--- config.mk ---
export PLATFORM = sky130hd
export DESIGN_NAME = hazard_stall_ctrl
export DESIGN_NICKNAME = d
export VERILOG_FILES = /design/src/rtl/hazard_stall_ctrl.sv
export SDC_FILE = /design/constraint.sdc
export NUM_CORES = 1
export LEC_CHECK = 0
export ABC_AREA = 0
export CAP_MARGIN = 20
export CORE_MARGIN = 10
export CORE_UTILIZATION = 32
export CTS_BUF_LIST = sky130_fd_sc_hd__clkbuf_8
export CTS_CLUSTER_SIZE = 24
export DETAILED_ROUTE_END_ITERATION = 10
export PLACE_DENSITY = 0.79
export SLEW_MARGIN = 5
export SYNTH_ARGS = -nofsm -noshare
export SYNTH_HDL_FRONTEND = slang
export SYNTH_SLANG_ARGS = --single-unit
--- constraint.sdc ---
create_clock -name clk -period 2.6 [get_ports clk]
set_input_delay 0.52 -clock clk [delete_from_list [all_inputs] [get_ports clk]]
set_output_delay 0.52 -clock clk [all_outputs]
set_load 0.01 [all_outputs]
--- src/rtl/hazard_stall_ctrl.sv ---
// ---------------------------------------------------------------------------
// hazard_stall_ctrl
//
// Interlock and flush controller for the 5-stage interrupt-capable pipeline.
// Bypassing already covers most RAW hazards. This block handles the cases it
// cannot cover:
//   * a load in EX feeding the instruction in ID (load-use), and
//   * any producer whose result an ID-stage compare (branch, jr, mtc0) needs
//     before it can be forwarded.
// For these it freezes PC and IF/ID and inserts bubbles into ID/EX.
// It also sequences interrupt entry (flush, EPC capture, vector select,
// masking) and eret exit.
//
// Parameters
//   REG_W          register-specifier width
//   LOADCMP_STALL  bubbles for a load in EX feeding an ID-stage compare (1..3)
//
// Ports
//   clk, rst         clock, asynchronous active-high reset
//   IF_ID_Rs/Rt      source specifiers of the instruction in ID
//   IF_ID_UsesRt     ID instruction actually reads Rt
//   ID_Cmp           ID instruction resolves in ID (branch, jr, mtc0)
//   ID_Taken         branch/jump resolved taken in ID
//   ID_Eret          eret in ID
//   ID_EX_Rd         destination of the instruction in EX
//   ID_EX_RegWrite   instruction in EX writes Rd
//   ID_EX_MemRead    instruction in EX is a load
//   EX_MEM_Rd        destination of the instruction in MEM
//   EX_MEM_MemRead   instruction in MEM is a load
//   intr_req         level interrupt request
//   PCWrite          PC update enable
//   IF_ID_Write      IF/ID register enable
//   IF_ID_Flush      zero the IF/ID register
//   ID_EX_Flush      insert a bubble into ID/EX
//   EPC_Write        capture the ID-stage PC into EPC
//   PC_Intr          select the interrupt vector as next PC
//   intr_ack         one-cycle interrupt-acceptance pulse
//   intr_masked      interrupt service in progress
//
// state   | meaning
// --------+-------------------------------------------------------------
// S_RUN   | hazards evaluated each cycle; a first bubble is issued here
// S_STALL | extra bubbles of a multi-cycle stall; cnt more cycles after this
// ---------------------------------------------------------------------------
module hazard_stall_ctrl #(
    parameter int REG_W         = 6,
    parameter int LOADCMP_STALL = 2
) (
    input  logic             clk,
    input  logic             rst,
    input  logic [REG_W-1:0] IF_ID_Rs,
    input  logic [REG_W-1:0] IF_ID_Rt,
    input  logic             IF_ID_UsesRt,
    input  logic             ID_Cmp,
    input  logic             ID_Taken,
    input  logic             ID_Eret,
    input  logic [REG_W-1:0] ID_EX_Rd,
    input  logic             ID_EX_RegWrite,
    input  logic             ID_EX_MemRead,
    input  logic [REG_W-1:0] EX_MEM_Rd,
    input  logic             EX_MEM_MemRead,
    input  logic             intr_req,
    output logic             PCWrite,
    output logic             IF_ID_Write,
    output logic             IF_ID_Flush,
    output logic             ID_EX_Flush,
    output logic             EPC_Write,
    output logic             PC_Intr,
    output logic             intr_ack,
    output logic             intr_masked
);

    typedef enum logic {
        S_RUN   = 1'b0,
        S_STALL = 1'b1
    } state_t;

    localparam logic [1:0] LC_N = 2'(LOADCMP_STALL);

    state_t     state;
    logic [1:0] cnt;
    logic       msk;

    // Register r0 is hardwired to zero, so it never creates a dependency.
    function automatic logic src_hit(
        input logic [REG_W-1:0] dst,
        input logic [REG_W-1:0] rs,
        input logic [REG_W-1:0] rt,
        input logic             uses_rt
    );
        return (dst != '0) && ((dst == rs) || (uses_rt && (dst == rt)));
    endfunction

    logic       hit_ex;
    logic       hit_mem;
    logic [1:0] need;
    logic       run_free;
    logic       stall_now;
    logic       accept;
    logic       eret_exit;

    assign hit_ex  = src_hit(ID_EX_Rd,  IF_ID_Rs, IF_ID_Rt, IF_ID_UsesRt);
    assign hit_mem = src_hit(EX_MEM_Rd, IF_ID_Rs, IF_ID_Rt, IF_ID_UsesRt);

    // Bubbles required by the ID instruction; first matching rule wins.
    // Only meaningful in S_RUN: in S_STALL the ID operands are not re-judged.
    always_comb begin
        need = 2'd0;
        if (state == S_RUN) begin
            if (ID_EX_MemRead && hit_ex && ID_Cmp) begin
                need = LC_N;
            end else if (ID_EX_MemRead && hit_ex) begin
                need = 2'd1;
            end else if (ID_EX_RegWrite && hit_ex && ID_Cmp) begin
                need = 2'd1;
            end else if (EX_MEM_MemRead && hit_mem && ID_Cmp) begin
                need = 2'd1;
            end
        end
    end

    assign stall_now = (state == S_STALL) || (need != 2'd0);
    assign run_free  = (state == S_RUN) && (need == 2'd0);

    // A stall defers interrupt entry: the ID instruction must be able to
    // advance so that EPC names a clean restart point.
    assign accept    = run_free && intr_req && !msk;
    assign eret_exit = run_free && !accept && ID_Eret && msk;

    always_ff @(posedge clk or posedge rst) begin
        if (rst) begin
            state <= S_RUN;
            cnt   <= 2'd0;
            msk   <= 1'b0;
        end else begin
            case (state)
                S_RUN: begin
                    if (need > 2'd1) begin
                        // First bubble is issued now; cnt counts the extra
                        // STALL cycles beyond the one entered next.
                        state <= S_STALL;
                        cnt   <= need - 2'd2;
                    end
                    if (accept) begin
                        msk <= 1'b1;
                    end else if (eret_exit) begin
                        msk <= 1'b0;
                    end
                end
                S_STALL: begin
                    if (cnt == 2'd0) begin
                        state <= S_RUN;
                    end else begin
                        cnt <= cnt - 2'd1;
                    end
                end
                default: begin
                    state <= S_RUN;
                    cnt   <= 2'd0;
                end
            endcase
        end
    end

    // Mealy outputs: a hazard bubbles the pipeline in the cycle it is seen.
    // Reset forces a frozen, fully flushed pipeline for as long as rst is high.
    always_comb begin
        PCWrite     = 1'b0;
        IF_ID_Write = 1'b0;
        IF_ID_Flush = 1'b0;
        ID_EX_Flush = 1'b0;
        EPC_Write   = 1'b0;
        PC_Intr     = 1'b0;
        intr_ack    = 1'b0;
        intr_masked = msk;
        if (rst) begin
            IF_ID_Flush = 1'b1;
            ID_EX_Flush = 1'b1;
            intr_masked = 1'b0;
        end else if (stall_now) begin
            ID_EX_Flush = 1'b1;
        end else begin
            PCWrite     = 1'b1;
            IF_ID_Write = 1'b1;
            if (accept) begin
                // Interrupt beats a taken branch; EPC then holds the branch PC.
                IF_ID_Flush = 1'b1;
                ID_EX_Flush = 1'b1;
                EPC_Write   = 1'b1;
                PC_Intr     = 1'b1;
                intr_ack    = 1'b1;
            end else if (ID_Taken || ID_Eret) begin
                // eret outside service behaves as a plain taken jump.
                IF_ID_Flush = 1'b1;
            end
        end
    end

endmodule
==> results.yml <==
synth:
  synth.most_common_cell: "xnor2_1"
  syn_inst: 73
  syn-num-nets: 108
  yosys_warnings: 0
  synth_edf_count: 0
  ys_seq_area_share_pct: 17.0
  yosysTopAreaCellShare_pct: 35.7
  synthArstFlopShare_pct: 100
  synthTopCellsByArea: "xnor2_1 (36%), dfrtp_1 (17%), nand4_1 (4.2%), buf_4 (3.8%), nand2_1 (3.8%)"
  ys_ff_latch: 4
  synthTopCellsByCount: "xnor2_1 (24), nand2_1 (6), inv_1 (5)"
  synth_area_sq_um: 589
  avgSynthCellArea_sq_um: 8.07
  yosys.cell_types.count: 27
  synth_top_area_cell: "xnor2_1"
  synthFlopType: "dfrtp_1"
layout:
  drive_gt1_share_pct: 30.0
  final.fill_count: 133
  regArea_sq_um: 100
  fin_nets: 167
  final_cells: 155
  areaGrowthSynthToFinish_pct: 102
  antennaDiodeCount: 0
  multiInputGateArea_sq_um: 490
timing:
  setup_viol: 7
  worst_pin_slew_ns: 0.248
  min_period_over_period_pct: 108
  hold_viol_final: 0
  relSlewSlack_pct: 83.4
  setup_tns_ns: -1.09
  drv_slew: 0
  final.setup.worst_slack_ns: -0.203
  rsz0062_at_grt: "yes"
  skew_ns: 0.00273
  fin_hold_ws_ns: 0.491
  clock.fmax_mhz: 357
  fin_crit_ns: 2.80
global_routing:
  grt_pass1_vias: 746
  grt_util_all_layers_pct: 10.6
  grt_max_degree: 6
  grt_pass1_wl_um: 3430
  overflow: 0
  antenna_found_initial: 0
run:
  cap_viol_max_count: 0
worst_setup_path:
  r2r_start: "cnt[0]$_DFFE_PP0P_"
  worstPathArrival_ns: 2.28
  cp-start-kind: "input pin"
  required_ns: 2.08
  worstSetupEndpointType: "output port"
  crit_type: "in -> out"
  r2r-end: "cnt[0]$_DFFE_PP0P_"
  path_max_fanout: 5
  r2r_slack_ns: 1.41
  rr_worst_depth: 5
drt:
  first_iter_violations: 11
  drc_errors: 0
  ant_nets: 0
  routed_wl_um: 2260
  dr.pass1.iters: 4
  drt-vias-per-instance: 4.72
  wl_per_cell_um: 14.6
  route.vias.total: 732
cts:
  cts_buffers: 3
  clockRootBuffer: "clkbuf_8"
  cts_tree: "built"
  h-tree-depth: 1
  cts.clk_slew.worst_paths_ns: 0.03
  ctsHoldBuffers: 0
  cts.sinks: 4
  clk-insertion-delay-late_ns: 0.22
  clockBufferDepth: 2
placed_design:
  place.port_buffers: 41
  hpwl_um: 1860
  place_inst: 146
  pre_cts_slack_ns: -0.926
  gp_congestion: 0.835
worst_hold_path:
  hp-class: "reg -> reg"
  hp-start: "cnt[1]$_DFFE_PP0P_"
  min_path_cells: 1
  hold_end: "cnt[1]$_DFFE_PP0P_"
floorplan:
  row_count: 15
  die_area_sq_mm: 0.00396
  io_pins: 42
  dieHeight_um: 62.9
  core-area_sq_mm: 0.00175
  initial_core_util_pct: 33.8
  fp.dieW_um: 62.9
power:
  p_total_uw: 369
  ir_worst_vdd_v: 0.000414
  powerDensity_mw_per_mm2: 310
  leakage_uw: 0.000506
status:
  status: "finished with violations"
  violations: "setup timing"
-- power breakdown --
group          leakage [uW]  internal, uW  switching (uW)
Clock             0.0000216          98.5            30.5
Sequential        0.0000532          66.1            3.17
Combinational      0.000432           105            65.5
Total              0.000506           270            99.2
-- per-stage QoR --
step                      utilization (%)  area [sq um]
after floorplan                         -           601
after global placement               62.7          1090
after detailed placement             62.7          1090
after CTS                            65.8          1150
after global routing                 68.1          1190
final                                68.1          1190
-- worst max path at each step --
stage	from	end	slack (ns)	cells past startpoint
after floorplan	EX_MEM_Rd[0]	PC_Intr	-0.008	6
after global placement	EX_MEM_Rd[0]	ID_EX_Flush	-0.89	7
after detailed placement	EX_MEM_Rd[0]	ID_EX_Flush	-0.93	7
after CTS	EX_MEM_Rd[5]	PC_Intr	-0.23	8
after global routing	EX_MEM_Rd[0]	PC_Intr	-0.31	8
final	EX_MEM_Rd[0]	PC_Intr	-0.20	8
-- layout by cell type, fill, tap and decap left out, types with 3 or more instances in the layout --
master / Yosys / final
dfrtp_1: 4 / 4
xnor2_1: 24 / 24
clkbuf_8: 0 / 3
nand4_1: 4 / 4
buf_4: 3 / 15
buf_2: 0 / 7
nand2_1: 6 / 6
clkdlybuf4s50_1: 0 / 26
buf_6: 0 / 4
inv_1: 5 / 5
-- what timing repair did --
action	CTS	global route
buffers inserted	4	2
pin swaps	8	9
endpoints found under the setup margin	7	7
resized for setup	49	8
-- worst max-delay path, cell delays in order --
cell and delay, ns:
buf_6 0.10, or4_4 0.51, o311a_1 0.31, a22oi_2 0.23
nand3_4 0.12, buf_6 0.14, nor3b_4 0.19, buf_2 0.16
-- kinds of logic (layout without fill, tap and decap cells) --
logic type	after synthesis	after routing	synth area share [%]
XOR/XNOR	24	24	35.7
flip-flops	4	4	17.0
buffers and inverters	8	65	7.01
AND/OR/NAND/NOR	26	26	24.0
AO/OA/AOI/OAI	10	10	14.2
adder cells (fa/ha/maj)	1	1	2.12
-- cell type report --
type,count,share of cell area [%]
clock buffer,3,3.47
timing repair buffer,57,42.6
sequential,4,8.42
inverter,5,1.58
tap,25,2.63
multi-input combinational,61,41.3
-- registers in the layout (all words and copies together) (netlist names) --
signal and cells:
cnt 2, state 1, msk 1
-- metal layers --
| metal | share of wire [%] | track usage [%] | wire length [um] | up-vias |
|---|---|---|---|---|
| met4 | 2.4 | 4.19 | 54 | 0 |
| met5 | 0 | 0 | 0 | - |
| met3 | 3.5 | 2.51 | 79 | 7 |
| met2 | 52 | 19.2 | 1170 | 28 |
| met1 | 42 | 11.5 | 953 | 327 |
| li1 | - | - | - | 370 |
No activity file was read; power rests on OpenSTA's default activity.
